===== config.mk =====
export PLATFORM = sky130hd
export DESIGN_NAME = chan_seq
export DESIGN_NICKNAME = d
export VERILOG_FILES = /design/src/rtl/chan_pkg.sv /design/src/rtl/chan_addr_calc.sv /design/src/rtl/chan_seq.sv
export SDC_FILE = /design/constraint.sdc
export NUM_CORES = 1
export LEC_CHECK = 0
export BUFFER_PORTS_ARGS = -buffer_cell sky130_fd_sc_hd__buf_4
export CORE_ASPECT_RATIO = 0.7
export CORE_MARGIN = 4
export CORE_UTILIZATION = 30
export DETAILED_ROUTE_END_ITERATION = 10
export PLACE_DENSITY = 0.54
export RECOVER_POWER = 50
export SYNTH_ARGS = -nofsm -noshare
export SYNTH_HDL_FRONTEND = slang
export SYNTH_SLANG_ARGS = --single-unit

===== constraint.sdc =====
create_clock -name clk -period 5.9 [get_ports clk]
set_clock_uncertainty 0.15 [all_clocks]
set_input_delay 0.885 -clock clk [delete_from_list [all_inputs] [get_ports clk]]
set_output_delay 0.885 -clock clk [all_outputs]
set_load 0.02 [all_outputs]

===== src/rtl/chan_pkg.sv =====
// chan_pkg: state encodings, per-channel word indices and w1 field positions shared by chan_seq.
package chan_pkg;
  typedef enum logic [3:0] {
    S_IDLE, S_BEGIN, S_GETOFFS, S_GETADDVOL, S_GETSIZE, S_GETLOOP, S_EMIT, S_SAVE, S_NEXT
  } state_t;
  localparam logic [1:0] W_OFFS   = 2'd0;
  localparam logic [1:0] W_ADDVOL = 2'd1;
  localparam logic [1:0] W_SIZE   = 2'd2;
  localparam logic [1:0] W_LOOP   = 2'd3;
  localparam int ADD_MSB     = 31;
  localparam int ADD_LSB     = 14;
  localparam int LOOPENA_BIT = 13;
  localparam int SURR_BIT    = 12;
  localparam int VOLL_MSB    = 11;
  localparam int VOLL_LSB    = 6;
  localparam int VOLR_MSB    = 5;
  localparam int VOLR_LSB    = 0;
endpackage


===== src/rtl/chan_addr_calc.sv =====
// chan_addr_calc: offset advance, end-of-sample test, loop wrap and sample address sum.
module chan_addr_calc #(
  parameter int ABITS = 22
) (
  input  logic [31:0]      i_w0,
  input  logic [17:0]      i_add,
  input  logic [19:0]      i_size,
  input  logic [19:0]      i_loop,
  input  logic             i_loopena,
  input  logic [23:0]      i_base,
  output logic [31:0]      o_off,
  output logic             o_oversize,
  output logic [ABITS-1:0] o_addr
);
  logic [32:0] w_sum;
  logic [19:0] w_int;
  always_comb begin
    w_sum      = {1'b0, i_w0} + {15'b0, i_add};
    o_oversize = w_sum[32:12] >= {1'b0, i_size};
    w_int      = (o_oversize && i_loopena) ? w_sum[31:12] + i_loop : w_sum[31:12];
    o_off      = {w_int, w_sum[11:0]};
    // base bits above ABITS-1 fall away with the modulo, so the full 24-bit field is fed in
    o_addr     = ABITS'({i_base, 8'h00}) + ABITS'(w_int);
  end
endmodule


===== src/rtl/chan_seq.sv =====
// chan_seq: per-frame channel walker that fetches channel state, emits 6 mixer bytes and saves the offset.
module chan_seq
  import chan_pkg::*;
#(
  parameter int NCH   = 32,
  parameter int ABITS = 22
) (
  input  logic                     clk,
  input  logic                     rst,
  output logic [$clog2(NCH)+1:0]   rd_addr,
  input  logic [31:0]              rd_data,
  output logic [$clog2(NCH)+1:0]   wr_addr,
  output logic [31:0]              wr_data,
  output logic                     wr_stb,
  input  logic                     sync_stb,
  input  logic [NCH-1:0]           ch_enas,
  output logic [7:0]               out_data,
  output logic                     out_valid,
  input  logic                     out_ready,
  output logic                     out_mix,
  output logic                     done_stb,
  output logic [$clog2(NCH)-1:0]   done_ch,
  output logic                     overrun_stb
);
  localparam int CW = $clog2(NCH);
  state_t           r_state;
  logic [CW:0]      r_ch;
  logic             r_pend;
  logic [31:0]      r_w0, r_w1;
  logic [27:0]      r_w2, r_w3;
  logic [2:0]       r_idx;
  logic [CW:0]      w_nch;
  logic [CW-1:0]    w_ch;
  logic [2:0]       w_nk;
  logic [31:0]      w_off;
  logic             w_over;
  logic [ABITS-1:0] w_addr;
  logic [23:0]      w_a24;
  logic [7:0]       w_byte;

  chan_addr_calc #(.ABITS(ABITS)) u_calc (
    .i_w0      (r_w0),
    .i_add     (r_w1[ADD_MSB:ADD_LSB]),
    .i_size    (r_w2[27:8]),
    .i_loop    (r_w3[27:8]),
    .i_loopena (r_w1[LOOPENA_BIT]),
    .i_base    ({r_w3[15:0], r_w2[7:0]}),
    .o_off     (w_off),
    .o_oversize(w_over),
    .o_addr    (w_addr)
  );

  // w_byte is the byte to present next: index 0 when leaving GETLOOP, else the one after r_idx
  always_comb begin
    w_ch   = r_ch[CW-1:0];
    w_nch  = r_ch + (CW+1)'(1);
    w_nk   = (r_state == S_EMIT) ? r_idx + 3'd1 : 3'd0;
    w_a24  = 24'(w_addr);
    w_byte = (w_nk == 3'd0) ? w_off[11:4] :
             (w_nk == 3'd1) ? {2'b00, r_w1[VOLL_MSB:VOLL_LSB]} :
             (w_nk == 3'd2) ? {2'b00, r_w1[VOLR_MSB:VOLR_LSB] ^ {6{r_w1[SURR_BIT]}}} :
             (w_nk == 3'd3) ? w_a24[23:16] :
             (w_nk == 3'd4) ? w_a24[15:8] : w_a24[7:0];
  end

  always_ff @(posedge clk or posedge rst) begin
    if (rst) begin
      r_state     <= S_IDLE;
      r_ch        <= '0;
      r_pend      <= 1'b0;
      r_w0        <= '0;
      r_w1        <= '0;
      r_w2        <= '0;
      r_w3        <= '0;
      r_idx       <= '0;
      rd_addr     <= '0;
      wr_addr     <= '0;
      wr_data     <= '0;
      wr_stb      <= 1'b0;
      out_data    <= '0;
      out_valid   <= 1'b0;
      out_mix     <= 1'b0;
      done_stb    <= 1'b0;
      done_ch     <= '0;
      overrun_stb <= 1'b0;
    end else begin
      wr_stb      <= 1'b0;
      done_stb    <= 1'b0;
      overrun_stb <= 1'b0;
      if (sync_stb && r_state != S_IDLE) begin
        overrun_stb <= 1'b1;
        r_pend      <= 1'b1;
      end
      case (r_state)
        S_IDLE: if (sync_stb || r_pend) begin
          r_state <= S_BEGIN;
          r_ch    <= '0;
          rd_addr <= '0;
          r_pend  <= 1'b0;
        end
        S_BEGIN: begin
          if (r_ch[CW]) r_state <= S_IDLE;
          else if (!ch_enas[w_ch]) r_state <= S_NEXT;
          else begin
            r_state <= S_GETOFFS;
            rd_addr <= {w_ch, W_ADDVOL};
          end
        end
        S_GETOFFS: begin
          r_w0    <= rd_data;
          rd_addr <= {w_ch, W_SIZE};
          r_state <= S_GETADDVOL;
        end
        S_GETADDVOL: begin
          r_w1    <= rd_data;
          rd_addr <= {w_ch, W_LOOP};
          r_state <= S_GETSIZE;
        end
        S_GETSIZE: begin
          r_w2    <= rd_data[27:0];
          r_state <= S_GETLOOP;
        end
        S_GETLOOP: begin
          r_w3 <= rd_data[27:0];
          if (w_over && !r_w1[LOOPENA_BIT]) begin
            done_stb <= 1'b1;
            done_ch  <= w_ch;
            r_state  <= S_NEXT;
          end else begin
            out_valid <= 1'b1;
            out_data  <= w_byte;
            out_mix   <= w_nk < 3'd3;
            r_idx     <= '0;
            r_state   <= S_EMIT;
          end
        end
        S_EMIT: if (out_ready) begin
          if (r_idx == 3'd5) begin
            out_valid <= 1'b0;
            wr_stb    <= 1'b1;
            wr_data   <= w_off;
            wr_addr   <= {w_ch, W_OFFS};
            r_state   <= S_SAVE;
          end else begin
            r_idx    <= w_nk;
            out_data <= w_byte;
            out_mix  <= w_nk < 3'd3;
          end
        end
        S_SAVE: r_state <= S_NEXT;
        S_NEXT: begin
          r_ch    <= w_nch;
          rd_addr <= {w_nch[CW-1:0], W_OFFS};
          r_state <= S_BEGIN;
        end
        default: r_state <= S_IDLE;
      endcase
    end
  end
endmodule


==> results.ini <==
[cts]
cts-root-buf=sky130_fd_sc_hd__clkbuf_16
path_clk_slew_ns=0.08
cts_max_path_buffers=2
cts.hold.buffers_added=0
clk-insertion-delay-late_ns=0.46
number_of_cts_inserted_buffers=17
tritoncts_clock_tree=done
htree_levels=4
total_number_of_clock_tree_sinks=194

[synth]
synth_enable_flop_cells=0
ys_types=76
synthDominantAreaCellType=sky130_fd_sc_hd__dfrtp_1
postSynthAreaPerCell_um2=10.25
netlist.area_leader.share_pct=41.94
postSynthCellCount=1129
ys_top_cells_by_area=sky130_fd_sc_hd__dfrtp_1 (42%), sky130_fd_sc_hd__mux2_2 (12%), sky130_fd_sc_hd__ha_1 (7.8%)
syn_area_mm2=0.01158
synth.top_cells.by_count=sky130_fd_sc_hd__dfrtp_1 (194), sky130_fd_sc_hd__nand2_1 (137), sky130_fd_sc_hd__mux2_2 (121)
ys_ff_latch=194
synth-warning-count=0
synth_sequential_area_ratio_pct=41.94
synth-main-ff-cell=sky130_fd_sc_hd__dfrtp_1
synthMostInstantiatedCell=sky130_fd_sc_hd__dfrtp_1
ys_async_sr_fraction_pct=100.0

[floorplanning]
die_h_um=172.4
fp.coreArea_mm2=0.03765
rows=59
fp.dieArea_mm2=0.04184
floorplan.initialDensity_pct=30.75
boundaryPins=132
die_w_um=242.8

[status]
failed_checks=capacitance limit, slew limit, setup timing
status=finished, violations left

[placed_design]
placement.cell_area_mm2=0.01428
port-buffer-count=129
globalplace.congestion=0.9277
post-dp-hpwl_um=28100

[setup_path]
cpMostUsedCell=sky130_fd_sc_hd__buf_4
wp_buf_inv=5
worst_setup_path_start_kind=register
cp_max_delay_cell=sky130_fd_sc_hd__dfrtp_1
reg2reg_to=out_data[4]$_DFFE_PP0P_
critPathTopFamily=compound AO/OA/AOI/OAI gates
required_ns=6.08
crit_path_max_fanout=6
rrSetupSlack_ns=-0.49
arrival_ns=6.58
cp-end-kind=register
worstRegToRegCells=31
rr_startpoint=r_w1[14]$_DFFE_PP0P_
path_class=reg2reg
worst_path_largest_cell_delay_ns=0.41

[grt]
track_usage_pct=18.13
grt_remaining_overflow=0
grt_max_degree=157
globalRoute.busiestLayer=met2
number_of_antenna_violations_at_the_first_check_in_global_routing=3
global_route.usage.met3_pct=4.929
gr_util_met1_pct=26.42
grt_pass1_vias=9836
grt_pass1_wl_um=58590
grtUsageMet2_pct=26.75

[worst_hold_path]
hold_path_startpoint=wr_data[7]$_DFFE_PP0P_
hold-path-endpoint=wr_data[7]$_DFFE_PP0P_
hold_depth=2
worst_hold_path_type=reg2reg

[route]
ant_nets=0
drt_first_iter_violations=811
post_detailed_route_via_to_cell_ratio=5.078
drt-wirelength-per-cell_um=19.62
postRouteWirelength_um=38490
firstDrtPassIters=6
via_count=9963
drc=0

[sta]
max_freq_mhz=156.4
period_minus_slack_ns=6.393
worst_pin_slew_ns=2.349
slew-limit-headroom_pct=-56.63
setup_repair_after_global_routing_missed_its_margin=yes
hold_viol=0
final_setup_violation_count=8
fin_crit_sh_pct=108.4
final_max_slew_viol_count=350
setup_slack_ns=-0.4932

[layout]
multi_input_comb_area_mm2=0.006990
fillcell_total=3691
finish.instance_area_mm2=0.01569
area.sequential_mm2=0.004855
area_growth_syn_to_layout_pct=35.55
layout.nets=1604
share_of_post_route_cells_with_drive_strength_above_1_pct=37.86
insertedDiodeCount=0

[run]
maxcap_viol_count=6

[kinds of logic after synthesis]
kind of cell | share of synthesized area (%)
other cells | 0.03239
fa+ha+maj | 8.301
mux | 15.01
compound gates | 15.24
buf+inv | 3.189
xor+xnor | 4.464
flops | 41.94
simple gates | 11.82
[how the worst max path moves through the flow]
stage	start	endpoint	slack [ns]	depth (start not counted)
2_1_floorplan	r_w1[14]$_DFFE_PP0P_	out_data[4]$_DFFE_PP0P_	-0.12	30
3_3_place_gp	r_w1[14]$_DFFE_PP0P_	out_data[4]$_DFFE_PP0P_	-0.65	31
3_5_place_dp	r_w0[0]$_DFFE_PP0P_	out_data[3]$_DFFE_PP0P_	-0.80	27
4_1_cts	r_w0[0]$_DFFE_PP0P_	out_data[4]$_DFFE_PP0P_	-0.42	29
5_1_grt	r_w0[0]$_DFFE_PP0P_	out_data[4]$_DFFE_PP0P_	-0.82	31
6_report	r_w1[14]$_DFFE_PP0P_	out_data[4]$_DFFE_PP0P_	-0.49	31
[timing repair]
item / CTS / global route
endpoints found under the setup margin: 8 / 9
cloned: 1 / 0
resized for setup: 60 / 51
pin swaps: 58 / 61
setup buffers: 54 / 21
[cells in the final DEF (no fill, tap or decap), types with 5 or more instances in the layout]
cell                        count
sky130_fd_sc_hd__dfrtp_1      194
sky130_fd_sc_hd__clkbuf_16     17
sky130_fd_sc_hd__nand2b_1      12
sky130_fd_sc_hd__xor2_1        23
sky130_fd_sc_hd__o211ai_1       7
sky130_fd_sc_hd__a21o_1        16
sky130_fd_sc_hd__nand2_1      136
sky130_fd_sc_hd__ha_4          15
sky130_fd_sc_hd__o31ai_1        5
sky130_fd_sc_hd__nor3_1        10
sky130_fd_sc_hd__o21a_1         9
sky130_fd_sc_hd__inv_1         39
sky130_fd_sc_hd__nor2_1        57
sky130_fd_sc_hd__buf_4        284
sky130_fd_sc_hd__o21ai_2        9
sky130_fd_sc_hd__nor2b_1        7
sky130_fd_sc_hd__o21ai_0       62
sky130_fd_sc_hd__mux4_2        10
sky130_fd_sc_hd__and3_1         7
sky130_fd_sc_hd__o21ai_1       13
sky130_fd_sc_hd__buf_6          7
sky130_fd_sc_hd__nand4_1       11
sky130_fd_sc_hd__ha_1          53
sky130_fd_sc_hd__xnor2_2        5
sky130_fd_sc_hd__o22ai_1        5
sky130_fd_sc_hd__mux2_4         6
sky130_fd_sc_hd__xnor2_1       28
sky130_fd_sc_hd__nand3_1       23
sky130_fd_sc_hd__a31oi_1        9
sky130_fd_sc_hd__mux2_2       117
sky130_fd_sc_hd__or3_1          6
sky130_fd_sc_hd__o21bai_1       8
sky130_fd_sc_hd__mux2i_1       12
sky130_fd_sc_hd__a21oi_1       48
sky130_fd_sc_hd__clkbuf_1      67
sky130_fd_sc_hd__a21oi_2        8
[state kept, by name, indices dropped and copies added, names as in the netlist, 4 cells and up]
register,cells
r_w0,32
r_w1,32
wr_data,32
r_w2,28
r_w3,26
out_data,8
rd_addr,7
r_ch,6
done_ch,5
wr_addr,5
r_state,4
[worst register-to-register path, delay by kind of cell, from the launching register on]
kind                     cells  cell delay, ns
AO/OA/AOI/OAI               17            3.22
XOR/XNOR                     2            0.36
adder cells (fa/ha/maj)      4            0.98
buffers and inverters        5            0.58
flip-flops                   1            0.41
multiplexers                 1            0.36
AND/OR/NAND/NOR              2            0.23
[through the flow]
step | utilization, % | hold slack, ns | instances | worst slack, ns | setup TNS [ns]
5_1_grt | 41.68 | 0.3539 | 1962 | -0.8217 | -4.517
6_report | 41.68 | 0.3241 | 1962 | -0.4932 | -2.294
3_5_place_dp | 37.93 | 0.3199 | 1864 | -0.8022 | -5.617
4_1_cts | 41.42 | 0.3403 | 1949 | -0.4192 | -2.214
2_1_floorplan | - | 0.3247 | 1130 | -0.1219 | -0.3155
3_3_place_gp | 37.93 | 0.3137 | 1864 | -0.6522 | -4.214
[per-layer routing]
metal,share of wire (%),vias to the layer above
met3,6.7,45
met2,43,279
met4,1.5,2
li1,-,4729
met1,49,4908
met5,0.034,-
[cell type report]
class,count,area share [%]
clock inverters,15,1.100
clock buffers,17,2.711
repair buffers,361,15.82
inverters,41,0.9888
well taps,488,3.891
flip-flops and latches,194,30.94
multi-input cells,846,44.55
Power is not shown: default switching activity piles up to over one toggle a cycle in this logic, so the estimate is an artifact.
